### src/rtl/alu_op_sequencer_if.sv
// Request/ALU/response bundle for alu_op_sequencer.
//   req_*  : operation request (valid/ready), aluop/funct decode inputs, operands, tag
//   alu_*  : operands and control toward the ALU, result and flags back from it
//   rsp_*  : tagged response (valid/ready) carrying captured result and flags
// Modports: slave = the sequencer, master = the decode stage / ALU / consumer side.
interface alu_op_sequencer_if #(
  parameter int unsigned WIDTH = 32,
  parameter int unsigned TAG_W = 4
);
  logic             req_valid;
  logic             req_ready;
  logic [1:0]       req_aluop;
  logic [5:0]       req_funct;
  logic [WIDTH-1:0] req_a;
  logic [WIDTH-1:0] req_b;
  logic [TAG_W-1:0] req_tag;

  logic [WIDTH-1:0] alu_src1;
  logic [WIDTH-1:0] alu_src2;
  logic [3:0]       alu_ctrl;
  logic [WIDTH-1:0] alu_result;
  logic             alu_zero;
  logic             alu_cout;
  logic             alu_overflow;

  logic             rsp_valid;
  logic             rsp_ready;
  logic [WIDTH-1:0] rsp_result;
  logic             rsp_zero;
  logic             rsp_cout;
  logic             rsp_overflow;
  logic [TAG_W-1:0] rsp_tag;
  logic             rsp_illegal;

  modport slave (
    input  req_valid, req_aluop, req_funct, req_a, req_b, req_tag,
    output req_ready,
    output alu_src1, alu_src2, alu_ctrl,
    input  alu_result, alu_zero, alu_cout, alu_overflow,
    output rsp_valid, rsp_result, rsp_zero, rsp_cout, rsp_overflow, rsp_tag, rsp_illegal,
    input  rsp_ready
  );

  modport master (
    output req_valid, req_aluop, req_funct, req_a, req_b, req_tag,
    input  req_ready,
    input  alu_src1, alu_src2, alu_ctrl,
    output alu_result, alu_zero, alu_cout, alu_overflow,
    input  rsp_valid, rsp_result, rsp_zero, rsp_cout, rsp_overflow, rsp_tag, rsp_illegal,
    output rsp_ready
  );
endinterface

### src/rtl/alu_op_sequencer.sv
// Issuing side of the ALU datapath: accepts a request, decodes ALUOp/funct into the 4-bit
// ALU control code, drives the ALU, waits out its registered latency, captures result and
// flags, and returns them as a tagged response.
// Ports:
//   clk    : system clock
//   rst_n  : synchronous reset, active HIGH despite the name
//   bus    : alu_op_sequencer_if.slave (req_*, alu_*, rsp_* groups)
//   stat_ops, stat_ovf : saturating response / overflow-response counters, present only
//                        when ALU_SEQ_STATS_EN is defined
module alu_op_sequencer #(
  parameter int unsigned WIDTH   = 32,
  parameter int unsigned ALU_LAT = 1,
  parameter int unsigned TAG_W   = 4
) (
  input  logic              clk,
  input  logic              rst_n,
  alu_op_sequencer_if.slave bus
`ifdef ALU_SEQ_STATS_EN
  ,
  output logic [15:0]       stat_ops,
  output logic [15:0]       stat_ovf
`endif
);

  localparam logic [3:0] CtrlAnd = 4'b0000;
  localparam logic [3:0] CtrlOr  = 4'b0001;
  localparam logic [3:0] CtrlAdd = 4'b0010;
  localparam logic [3:0] CtrlSub = 4'b0110;
  localparam logic [3:0] CtrlSlt = 4'b0111;
  localparam logic [3:0] CtrlNor = 4'b1100;

  // Counter only has to hold ALU_LAT-1.
  localparam int unsigned CntW = (ALU_LAT > 1) ? $clog2(ALU_LAT) : 1;

  typedef enum logic [1:0] {StIdle, StIssue, StWait, StResp} state_e;

  state_e           state_q, state_d;
  logic [WIDTH-1:0] src1_q, src1_d;
  logic [WIDTH-1:0] src2_q, src2_d;
  logic [3:0]       ctrl_q, ctrl_d;
  logic [TAG_W-1:0] tag_q, tag_d;
  logic             addsub_q, addsub_d;
  logic [CntW-1:0]  cnt_q, cnt_d;
  logic [WIDTH-1:0] result_q, result_d;
  logic             zero_q, zero_d;
  logic             cout_q, cout_d;
  logic             ovf_q, ovf_d;
  logic             illegal_q, illegal_d;

  logic [3:0]       dec_ctrl;
  logic             dec_legal;
  logic             req_ready;
  logic             rsp_valid;

  always_comb begin
    dec_ctrl  = CtrlAnd;
    dec_legal = 1'b0;
    case (bus.req_aluop)
      2'b00: begin dec_ctrl = CtrlAdd; dec_legal = 1'b1; end
      2'b01: begin dec_ctrl = CtrlSub; dec_legal = 1'b1; end
      2'b10: begin
        case (bus.req_funct)
          6'b100000: begin dec_ctrl = CtrlAdd; dec_legal = 1'b1; end
          6'b100010: begin dec_ctrl = CtrlSub; dec_legal = 1'b1; end
          6'b100100: begin dec_ctrl = CtrlAnd; dec_legal = 1'b1; end
          6'b100101: begin dec_ctrl = CtrlOr;  dec_legal = 1'b1; end
          6'b100111: begin dec_ctrl = CtrlNor; dec_legal = 1'b1; end
          6'b101010: begin dec_ctrl = CtrlSlt; dec_legal = 1'b1; end
          default:   dec_legal = 1'b0;
        endcase
      end
      default: dec_legal = 1'b0;
    endcase
  end

  always_comb begin
    state_d   = state_q;
    src1_d    = src1_q;
    src2_d    = src2_q;
    ctrl_d    = ctrl_q;
    tag_d     = tag_q;
    addsub_d  = addsub_q;
    cnt_d     = cnt_q;
    result_d  = result_q;
    zero_d    = zero_q;
    cout_d    = cout_q;
    ovf_d     = ovf_q;
    illegal_d = illegal_q;
    req_ready = 1'b0;
    rsp_valid = 1'b0;

    unique case (state_q)
      StIdle: begin
        req_ready = 1'b1;
        if (bus.req_valid) begin
          tag_d = bus.req_tag;
          if (dec_legal) begin
            src1_d   = bus.req_a;
            src2_d   = bus.req_b;
            ctrl_d   = dec_ctrl;
            addsub_d = (dec_ctrl == CtrlAdd) || (dec_ctrl == CtrlSub);
            state_d  = StIssue;
          end else begin
            // Illegal ops never touch the ALU; answer immediately with a zeroed payload.
            result_d  = '0;
            zero_d    = 1'b0;
            cout_d    = 1'b0;
            ovf_d     = 1'b0;
            illegal_d = 1'b1;
            state_d   = StResp;
          end
        end
      end
      StIssue: begin
        cnt_d   = CntW'(ALU_LAT - 1);
        state_d = StWait;
      end
      StWait: begin
        if (cnt_q == '0) begin
          result_d  = bus.alu_result;
          zero_d    = bus.alu_zero;
          // Carry and overflow only mean something for add/sub.
          cout_d    = addsub_q & bus.alu_cout;
          ovf_d     = addsub_q & bus.alu_overflow;
          illegal_d = 1'b0;
          state_d   = StResp;
        end else begin
          cnt_d = cnt_q - CntW'(1);
        end
      end
      StResp: begin
        rsp_valid = 1'b1;
        if (bus.rsp_ready) state_d = StIdle;
      end
      default: state_d = StIdle;
    endcase
  end

  always_ff @(posedge clk) begin
    if (rst_n) begin
      state_q   <= StIdle;
      src1_q    <= '0;
      src2_q    <= '0;
      ctrl_q    <= '0;
      tag_q     <= '0;
      addsub_q  <= 1'b0;
      cnt_q     <= '0;
      result_q  <= '0;
      zero_q    <= 1'b0;
      cout_q    <= 1'b0;
      ovf_q     <= 1'b0;
      illegal_q <= 1'b0;
    end else begin
      state_q   <= state_d;
      src1_q    <= src1_d;
      src2_q    <= src2_d;
      ctrl_q    <= ctrl_d;
      tag_q     <= tag_d;
      addsub_q  <= addsub_d;
      cnt_q     <= cnt_d;
      result_q  <= result_d;
      zero_q    <= zero_d;
      cout_q    <= cout_d;
      ovf_q     <= ovf_d;
      illegal_q <= illegal_d;
    end
  end

  assign bus.req_ready    = req_ready;
  assign bus.alu_src1     = src1_q;
  assign bus.alu_src2     = src2_q;
  assign bus.alu_ctrl     = ctrl_q;
  assign bus.rsp_valid    = rsp_valid;
  assign bus.rsp_result   = result_q;
  assign bus.rsp_zero     = zero_q;
  assign bus.rsp_cout     = cout_q;
  assign bus.rsp_overflow = ovf_q;
  assign bus.rsp_tag      = tag_q;
  assign bus.rsp_illegal  = illegal_q;

`ifdef ALU_SEQ_STATS_EN
  logic [15:0] ops_q, ops_d;
  logic [15:0] ovfc_q, ovfc_d;
  logic        rsp_hs;

  assign rsp_hs = rsp_valid & bus.rsp_ready;

  always_comb begin
    ops_d  = ops_q;
    ovfc_d = ovfc_q;
    if (rsp_hs && (ops_q != 16'hFFFF)) ops_d = ops_q + 16'd1;
    if (rsp_hs && ovf_q && (ovfc_q != 16'hFFFF)) ovfc_d = ovfc_q + 16'd1;
  end

  always_ff @(posedge clk) begin
    if (rst_n) begin
      ops_q  <= '0;
      ovfc_q <= '0;
    end else begin
      ops_q  <= ops_d;
      ovfc_q <= ovfc_d;
    end
  end

  assign stat_ops = ops_q;
  assign stat_ovf = ovfc_q;
`endif

endmodule

### src/flat_wrapper.sv
// flat-port wrapper written by rule: the top's interface ports become plain ports
module alu_op_sequencer_flat 
#(
  parameter int unsigned WIDTH   = 32,
  parameter int unsigned ALU_LAT = 1,
  parameter int unsigned TAG_W   = 4
)
  (clk, rst_n, bus_req_valid, bus_req_aluop, bus_req_funct, bus_req_a, bus_req_b, bus_req_tag, bus_req_ready, bus_alu_src1, bus_alu_src2, bus_alu_ctrl, bus_alu_result, bus_alu_zero, bus_alu_cout, bus_alu_overflow, bus_rsp_valid, bus_rsp_result, bus_rsp_zero, bus_rsp_cout, bus_rsp_overflow, bus_rsp_tag, bus_rsp_illegal, bus_rsp_ready);
  alu_op_sequencer_if #(.WIDTH(WIDTH), .TAG_W(TAG_W)) bus_i ();
  input  logic clk;
  input  logic rst_n;
  input wire logic [$bits(bus_i.req_valid)-1:0] bus_req_valid;
  input wire logic [$bits(bus_i.req_aluop)-1:0] bus_req_aluop;
  input wire logic [$bits(bus_i.req_funct)-1:0] bus_req_funct;
  input wire logic [$bits(bus_i.req_a)-1:0] bus_req_a;
  input wire logic [$bits(bus_i.req_b)-1:0] bus_req_b;
  input wire logic [$bits(bus_i.req_tag)-1:0] bus_req_tag;
  output wire logic [$bits(bus_i.req_ready)-1:0] bus_req_ready;
  output wire logic [$bits(bus_i.alu_src1)-1:0] bus_alu_src1;
  output wire logic [$bits(bus_i.alu_src2)-1:0] bus_alu_src2;
  output wire logic [$bits(bus_i.alu_ctrl)-1:0] bus_alu_ctrl;
  input wire logic [$bits(bus_i.alu_result)-1:0] bus_alu_result;
  input wire logic [$bits(bus_i.alu_zero)-1:0] bus_alu_zero;
  input wire logic [$bits(bus_i.alu_cout)-1:0] bus_alu_cout;
  input wire logic [$bits(bus_i.alu_overflow)-1:0] bus_alu_overflow;
  output wire logic [$bits(bus_i.rsp_valid)-1:0] bus_rsp_valid;
  output wire logic [$bits(bus_i.rsp_result)-1:0] bus_rsp_result;
  output wire logic [$bits(bus_i.rsp_zero)-1:0] bus_rsp_zero;
  output wire logic [$bits(bus_i.rsp_cout)-1:0] bus_rsp_cout;
  output wire logic [$bits(bus_i.rsp_overflow)-1:0] bus_rsp_overflow;
  output wire logic [$bits(bus_i.rsp_tag)-1:0] bus_rsp_tag;
  output wire logic [$bits(bus_i.rsp_illegal)-1:0] bus_rsp_illegal;
  input wire logic [$bits(bus_i.rsp_ready)-1:0] bus_rsp_ready;
  assign bus_i.req_valid = bus_req_valid;
  assign bus_i.req_aluop = bus_req_aluop;
  assign bus_i.req_funct = bus_req_funct;
  assign bus_i.req_a = bus_req_a;
  assign bus_i.req_b = bus_req_b;
  assign bus_i.req_tag = bus_req_tag;
  assign bus_req_ready = bus_i.req_ready;
  assign bus_alu_src1 = bus_i.alu_src1;
  assign bus_alu_src2 = bus_i.alu_src2;
  assign bus_alu_ctrl = bus_i.alu_ctrl;
  assign bus_i.alu_result = bus_alu_result;
  assign bus_i.alu_zero = bus_alu_zero;
  assign bus_i.alu_cout = bus_alu_cout;
  assign bus_i.alu_overflow = bus_alu_overflow;
  assign bus_rsp_valid = bus_i.rsp_valid;
  assign bus_rsp_result = bus_i.rsp_result;
  assign bus_rsp_zero = bus_i.rsp_zero;
  assign bus_rsp_cout = bus_i.rsp_cout;
  assign bus_rsp_overflow = bus_i.rsp_overflow;
  assign bus_rsp_tag = bus_i.rsp_tag;
  assign bus_rsp_illegal = bus_i.rsp_illegal;
  assign bus_i.rsp_ready = bus_rsp_ready;
  alu_op_sequencer #(.WIDTH(WIDTH), .ALU_LAT(ALU_LAT), .TAG_W(TAG_W)) u_core (.clk(clk), .rst_n(rst_n), .bus(bus_i));
endmodule
### config.mk
export PLATFORM = sky130hd
export DESIGN_NAME = alu_op_sequencer_flat
export DESIGN_NICKNAME = d
export VERILOG_FILES = /design/src/rtl/alu_op_sequencer_if.sv /design/src/rtl/alu_op_sequencer.sv /design/src/flat_wrapper.sv
export SDC_FILE = /design/constraint.sdc
export NUM_CORES = 1
export LEC_CHECK = 0
export CAP_MARGIN = 40
export CORE_UTILIZATION = 40
export DETAILED_ROUTE_END_ITERATION = 6
export PLACE_DENSITY_LB_ADDON = 0.2
export SETUP_SLACK_MARGIN = 0.02
export SKIP_CTS_REPAIR_TIMING = 1
export SLEW_MARGIN = 10
export SYNTH_ARGS = -nofsm -noshare
export SYNTH_HDL_FRONTEND = slang
export SYNTH_SLANG_ARGS = --single-unit
### constraint.sdc
create_clock -name clk -period 2.6 [get_ports clk]
set_input_delay 0.52 -clock clk [delete_from_list [all_inputs] [get_ports clk]]
set_output_delay 0.52 -clock clk [all_outputs]
set_load 0.005 [all_outputs]
==> results of run 1 <==
worst max-delay path by stage:
stage,startpoint,to,slack (ns),cells past startpoint
2_1_floorplan,bus_req_funct[4],u_core.bus.alu_src1[0],0.68,7
3_3_place_gp,bus_req_funct[5],u_core.bus.alu_src2[12],0.17,6
3_5_place_dp,bus_req_funct[5],u_core.bus.alu_src2[2],0.12,6
4_1_cts,u_core.state_q[0],bus_req_ready,0.24,3
5_1_grt,u_core.state_q[0],bus_req_ready,0.17,3
6_report,u_core.state_q[0],bus_req_ready,0.24,3
cell families (layout without fill, tap and decap cells):
logic type	after synthesis	in the layout	synth area share
adders and majority gates	3	3	0.00736
DFF	111	111	0.436
muxes	70	70	0.138
AOI/OAI and AO/OA	90	90	0.118
and+or+nand+nor	200	200	0.236
buffers and inverters	52	259	0.0653
layout by cell type, fill, tap and decap left out, types with 2 or more instances in the layout:
cell type | synthesis | final
ha_1 | 3 | 3
clkdlybuf4s50_1 | 0 | 223
mux2_2 | 3 | 3
clkbuf_16 | 0 | 9
inv_1 | 4 | 4
nor2_1 | 3 | 3
clkinv_2 | 0 | 2
buf_12 | 7 | 7
nand3_1 | 40 | 40
nor3_1 | 4 | 4
o211ai_1 | 34 | 34
nand2b_1 | 134 | 134
buf_4 | 0 | 9
mux2i_1 | 67 | 67
nor2b_1 | 3 | 3
nand3b_1 | 2 | 2
o2111ai_1 | 2 | 2
dfxtp_1 | 111 | 111
clkinvlp_4 | 0 | 2
a21oi_1 | 43 | 43
nand2_1 | 6 | 6
stage by stage:
stage | utilization | area [um2] | setup WS [ns]
final | 0.632 | 7720 | 0.244
after floorplan | - | 5100 | 0.678
after global placement | 0.610 | 7440 | 0.172
after detailed placement | 0.610 | 7440 | 0.117
after global routing | 0.632 | 7720 | 0.167
after CTS | 0.632 | 7720 | 0.239
metal layers:
metal | track usage | part of all wire | vias up
li1 | - | - | 2225
met1 | 0.248 | 0.41 | 2113
met2 | 0.348 | 0.47 | 180
met3 | 0.0722 | 0.096 | 23
met4 | 0.104 | 0.027 | 0
met5 | 0 | 0 | -
power by group:
| part | total [uW] | switching [uW] | internal, uW |
|---|---|---|---|
| registers | 2030 | 117 | 1920 |
| clock network | 1310 | 638 | 676 |
| logic | 1750 | 808 | 937 |
| total | 5090 | 1560 | 3530 |
registers in the layout, summed over array words and instances (netlist names):
register	cells
u_core.bus.rsp_tag	4
u_core.bus.rsp_zero	1
u_core.bus.rsp_result	32
u_core.bus.alu_src2	32
u_core.bus.rsp_illegal	1
u_core.state_q	2
u_core.bus.rsp_cout	1
u_core.bus.alu_src1	32
u_core.bus.alu_ctrl	4
u_core.addsub_q	1
u_core.bus.rsp_overflow	1
layout make-up:
type / instances / area (um2)
repair buffers: 239 / 2440
clock buffers: 11 / 243
clock inverters: 5 / 33.8
inverters: 4 / 15.0
well taps: 168 / 210
flip-flops and latches: 111 / 2220
multi-input cells: 363 / 2560
fillers: 1060 / 4490
worst min-delay path: cells and delay by family, from the launching register on:
family | cells | cell delay, ns
compound gates | 1 | 0.05
flops | 1 | 0.31
simple gates | 1 | 0.06
==> metrics.txt, run 1 <==
hold endpoint u_core.bus.rsp_result[25]; Via density a little over 5; clock skew ~0.008 ns; post-synthesis net count around 640; Num CTS Buffers 9; grt ovf 0; total power 5090 uW; gpl congestion between 0.7 and 0.8; cell with the most instances after synthesis nand2b_1; number of global-route vias before repair ~4,500; Largest stage delay, worst path 0.61 ns; DRC 0; Clk Latency, worst-skew pair ~0.36 ns; ys flop type dfxtp_1; RSZ-0062 raised after global routing false; worst r2r src u_core.state_q[0]; post-detail-place hpwl slightly below 10 mm; Critical Path Source Type flop; Die Area 13,200 um2; CP delay by family, top buffers and inverters; Yosys warnings 0; VDD IR-drop max between 0.3 and 0.4 mV; clk sink count roughly 110; initial DRC count around 250; Req. time, crit path approximately 2.1 ns; Hold Crit Class reg -> reg; Synth top area share 0.436; Chip Width ~110 um; hold_ws about 0.46 ns; CP cell instances inv_1 > ha_1 > clkdlybuf4s50_1; worst relative slew slack 0.667; Post-synth EDFFs 0; num ports between 200 and 250; Syn-to-layout area delta 51.4%; Die Y 115 um; sequential fraction of the synthesis area 0.436; first-pass GRT wire length 22.0 mm; largest net degree at the start of global routing slightly below 100; # setup viols final 0; Max Clk Rate roughly 420 MHz; Yosys reg bits 111; initial core utilization 0.418; TritonRoute pass-1 iters 4; vias between 4,000 and 5,000; Clock Path Buffers 2; # port buffers 224; CP Class reg -> out; post-DR wirelength/cell roughly 15 um; critical path capture point type output pin; Clk pin slew, worst setup/hold paths about 0.070 ns; placed insts approximately 890; count of buffer and inverter cells on the critical path 2; antenna-violating nets left 0; Setup TNS 0 ns; min Tclk post-route between 2 and 2.5 ns; worst endpoint data arrival time around 1.8 ns; H-tree levels 3; Post-synth ARST share 0; total track usage 0.212; Netlist cell types 39; cells after synthesis 526; crit path max fanout 13; Yosys top cell by area dfxtp_1; register-to-register setup slack between 0.5 and 0.6 ns; Post-Layout Cell Count between 900 and 1,000; fin nets ~850; core area around 12,000 um2; synth cell count leaders 134 x nand2b_1, 111 x dfxtp_1, 67 x mux2i_1, 43 x a21oi_1, 40 x nand3_1; final wirelength 13.8 mm; leakage power 0.00267 uW; initial antenna violation count 0; Power Density roughly 660 nW/um2; Slew Viols, Final 0; root buf cell clkbuf_16; share of layout cells above drive strength 1 0.0587; CTS tree built; ant diodes 0; total of max-cap violations 0; WHS Path Cells 2; Reg2Reg Depth 7; Crit-path slowest cell clkdlybuf4s50_1; Site Rows 40; RR Endpoint u_core.bus.rsp_overflow; Mean Syn Cell Area approximately 9.7 um2; status completed; hold_sp u_core.bus.rsp_result[25]; slew of the pin with the lowest slew margin around 0.50 ns; area of the mapped netlist 5100 um2; top cells by area, synth dfxtp_1 44%, nand2b_1 16%, mux2i_1 13%; Tcrit/Tclk final 0.906; Fin. Hold Viols 0
Note: power is estimated with default switching activity, not from simulation.
==> run 2, diff against run 1 <==
--- a/config.mk
+++ b/config.mk
@@ -11,7 +11,8 @@
 export PLACE_DENSITY_LB_ADDON = 0.2
 export SETUP_SLACK_MARGIN = 0.02
 export SKIP_CTS_REPAIR_TIMING = 1
-export SLEW_MARGIN = 10
+export SKIP_LAST_GASP = 1
+export SLEW_MARGIN = 5
 export SYNTH_ARGS = -nofsm -noshare
 export SYNTH_HDL_FRONTEND = slang
 export SYNTH_SLANG_ARGS = --single-unit
==> results of run 2 <==
Final layout, timing and power as in run 1 (identical DEF).
==> run 3, diff against run 2 <==
--- a/config.mk
+++ b/config.mk
@@ -5,9 +5,13 @@
 export SDC_FILE = /design/constraint.sdc
 export NUM_CORES = 1
 export LEC_CHECK = 0
+export ABC_CLOCK_PERIOD_IN_PS = 2600
 export CAP_MARGIN = 40
-export CORE_UTILIZATION = 40
+export CELL_PAD_IN_SITES_DETAIL_PLACEMENT = 1
+export CELL_PAD_IN_SITES_GLOBAL_PLACEMENT = 2
+export CORE_UTILIZATION = 26
 export DETAILED_ROUTE_END_ITERATION = 6
+export MAX_ROUTING_LAYER = met4
 export PLACE_DENSITY_LB_ADDON = 0.2
 export SETUP_SLACK_MARGIN = 0.02
 export SKIP_CTS_REPAIR_TIMING = 1
==> run 3 against run 2 <==
Effect of this change: register-to-register slack got worse by 0.06 ns; flip-flop and latch count unchanged; cell area increased by 2.0%; combinational power increased by 2%; clock power increased by 11%; critical endpoint unchanged; worst setup slack got worse by 0.00083 ns; clock skew decreased by 0.0012 ns; utilization decreased by 22 points; via count increased by 0.51%; non-clock buffer count increased by 1.
==> metrics.txt, run 3 (same netlist as run 1, synthesis figures left out) <==
root buf cell clkbuf_16; DRC 0 (unchanged); leakage power 0.00269 uW (+0.75%); Hold Crit Class reg -> reg; Routed met3 length 1.31 mm (-0.46%); antenna-violating nets left 0 (unchanged); largest net degree at the start of global routing 111 (+14%); initial antenna violation count 0 (unchanged); CP cell instances inv_1 > ha_1 > clkdlybuf4s50_1; # setup viols final 0 (unchanged); hold_sp u_core.bus.rsp_tag[0]; commonest non-fill, non-tap cell in the layout clkdlybuf4s50_1; post-DR wirelength/cell 16.6 um (+8.7%); Die Area 20,200 um2 (+53%); min Tclk post-route 2.36 ns (+0.000833 ns); worst relative slew slack 0.661 (-0.00637); # port buffers 224 (unchanged); Via density 4.59 (-8.9%); CP Class reg -> out; post-detail-place hpwl 11.6 mm (+18%); Num CTS Buffers 9 (unchanged); clk sink count 111 (unchanged); initial core utilization 0.269 (-0.149); H-tree levels 3 (unchanged); CTS tree built; Die Y 142 um (+24%); final wirelength 16.5 mm (+20%); core area 19,000 um2 (+55%); Tcrit/Tclk final 0.907 (about the same); commonest cells after routing, fill and taps aside 223 x clkdlybuf4s50_1, 134 x nand2b_1, 111 x dfxtp_1, 67 x mux2i_1, 43 x a21oi_1; share of layout cells above drive strength 1 0.0613 (+0.00264); WHS Path Cells 2 (unchanged); ant diodes 0 (unchanged); clock skew 0.00672 ns (-0.00121 ns); Max Clk Rate 424 MHz (about the same); Crit-path slowest cell clkdlybuf4s50_1; Syn-to-layout area delta 54.4%; Req. time, crit path 2.08 ns (about the same); Site Rows 50 (+25%); VDD IR-drop max 0.368 mV (+19%); fin nets 847 (+0.12%); Setup TNS 0 ns (unchanged); Reg2Reg Depth 6 (-1); grt ovf 0 (unchanged); Clk pin slew, worst setup/hold paths 0.07 ns (about the same); register-to-register setup slack 0.45 ns (-0.06 ns); num ports 225 (unchanged); Fin. Hold Viols 0 (unchanged); Chip Width 142 um (+24%); Clock Path Buffers 2 (unchanged); fillers 2,132 (+100%); RSZ-0062 raised after global routing false; hold_ws 0.459 ns (-0.00136 ns); number of global-route vias before repair 4,863 (+8.1%); vias 4,564 (+0.51%); Power Density 671 nW/um2 (+1.7%); Critical Path Source u_core.state_q[0]; initial DRC count 150 (-39%); highest metal used met4; CP delay by family, top buffers and inverters; RR Endpoint u_core.bus.alu_src1[24]; critical path capture point type output pin; gpl congestion 0.722 (-5.1%); worst r2r src u_core.state_q[0]; Slew Viols, Final 0 (unchanged); total power 5280 uW (+3.6%); TritonRoute pass-1 iters 4 (unchanged); first-pass GRT wire length 25.9 mm (+18%); slew of the pin with the lowest slew margin 0.509 ns (+0.00956 ns); met2 WL 7.83 mm (+21%); status completed; count of buffer and inverter cells on the critical path 2 (unchanged); total of max-cap violations 0 (unchanged); worst endpoint data arrival time 1.84 ns (about the same); Largest stage delay, worst path 0.60 ns (about the same); Critical Path Source Type flop; hold endpoint u_core.bus.rsp_tag[0]; Clk Latency, worst-skew pair 0.35 ns (about the same); wl on met1 7.19 mm (+28%); total track usage 0.169 (-0.0428); crit path max fanout 13 (unchanged)
## run 3: cell count changes in the layout (fill, tap and decap cells not counted)
| cell | before | now |
|---|---|---|
| buf_4 | 9 | 10 |
| bufinv_16 | 0 | 1 |
| clkbuf_1 | 1 | 0 |
| clkbuf_8 | 1 | 0 |
| clkinv_2 | 2 | 1 |
| clkinvlp_4 | 2 | 1 |
| inv_6 | 0 | 2 |
| inv_8 | 0 | 1 |
## run 3: metrics by stage
stage	setup WS, ns	util	cell area [um2]	instances
3_5_place_dp	-0.00667	0.399	7570	978
6_report	0.243	0.415	7870	994
3_3_place_gp	0.112	0.399	7570	978
2_1_floorplan	0.678	-	5100	526
5_1_grt	0.138	0.415	7870	994
4_1_cts	0.209	0.415	7870	994
## run 3: worst reg2reg max path, stage by stage (launching register included)
cell and delay, ns:
dfxtp_1 0.33, inv_1 0.09, ha_1 0.47, nand2_1 0.30, o21ba_4 0.34, buf_12 0.25, mux2i_1 0.30
## run 3: routing by layer
| layer | vias up | GRT usage |
|---|---|---|
| li1 | 2219 | - |
| met1 | 2175 | 0.199 |
| met2 | 157 | 0.280 |
| met3 | 13 | 0.0464 |
| met4 | 0 | 0.0526 |
| met5 | - | - |
## run 3: worst max-delay path by stage
stage                                         end  depth (start not counted)
final                               bus_req_ready                          3
after global routing                bus_req_ready                          3
after CTS                           bus_req_ready                          3
after detailed placement   u_core.bus.alu_src1[3]                          6
after global placement    u_core.bus.alu_src2[23]                          6
after floorplan            u_core.bus.alu_src1[0]                          7
## run 3: cell type report
class	instances	area (um2)	area share
Multi-Input combinational cell	363	2560	0.325
Clock inverter	7	80.1	0.0102
Tap cell	260	325	0.0413
Sequential cell	111	2220	0.282
Timing Repair Buffer	240	2450	0.311
Clock buffer	9	225	0.0286
Inverter	4	15.0	0.00191
## run 3: power breakdown
group	switching [uW]	internal [uW]	total (uW)
Sequential	121	1920	2040
Clock	690	763	1450
Combinational	857	932	1790
Total	1670	3610	5280
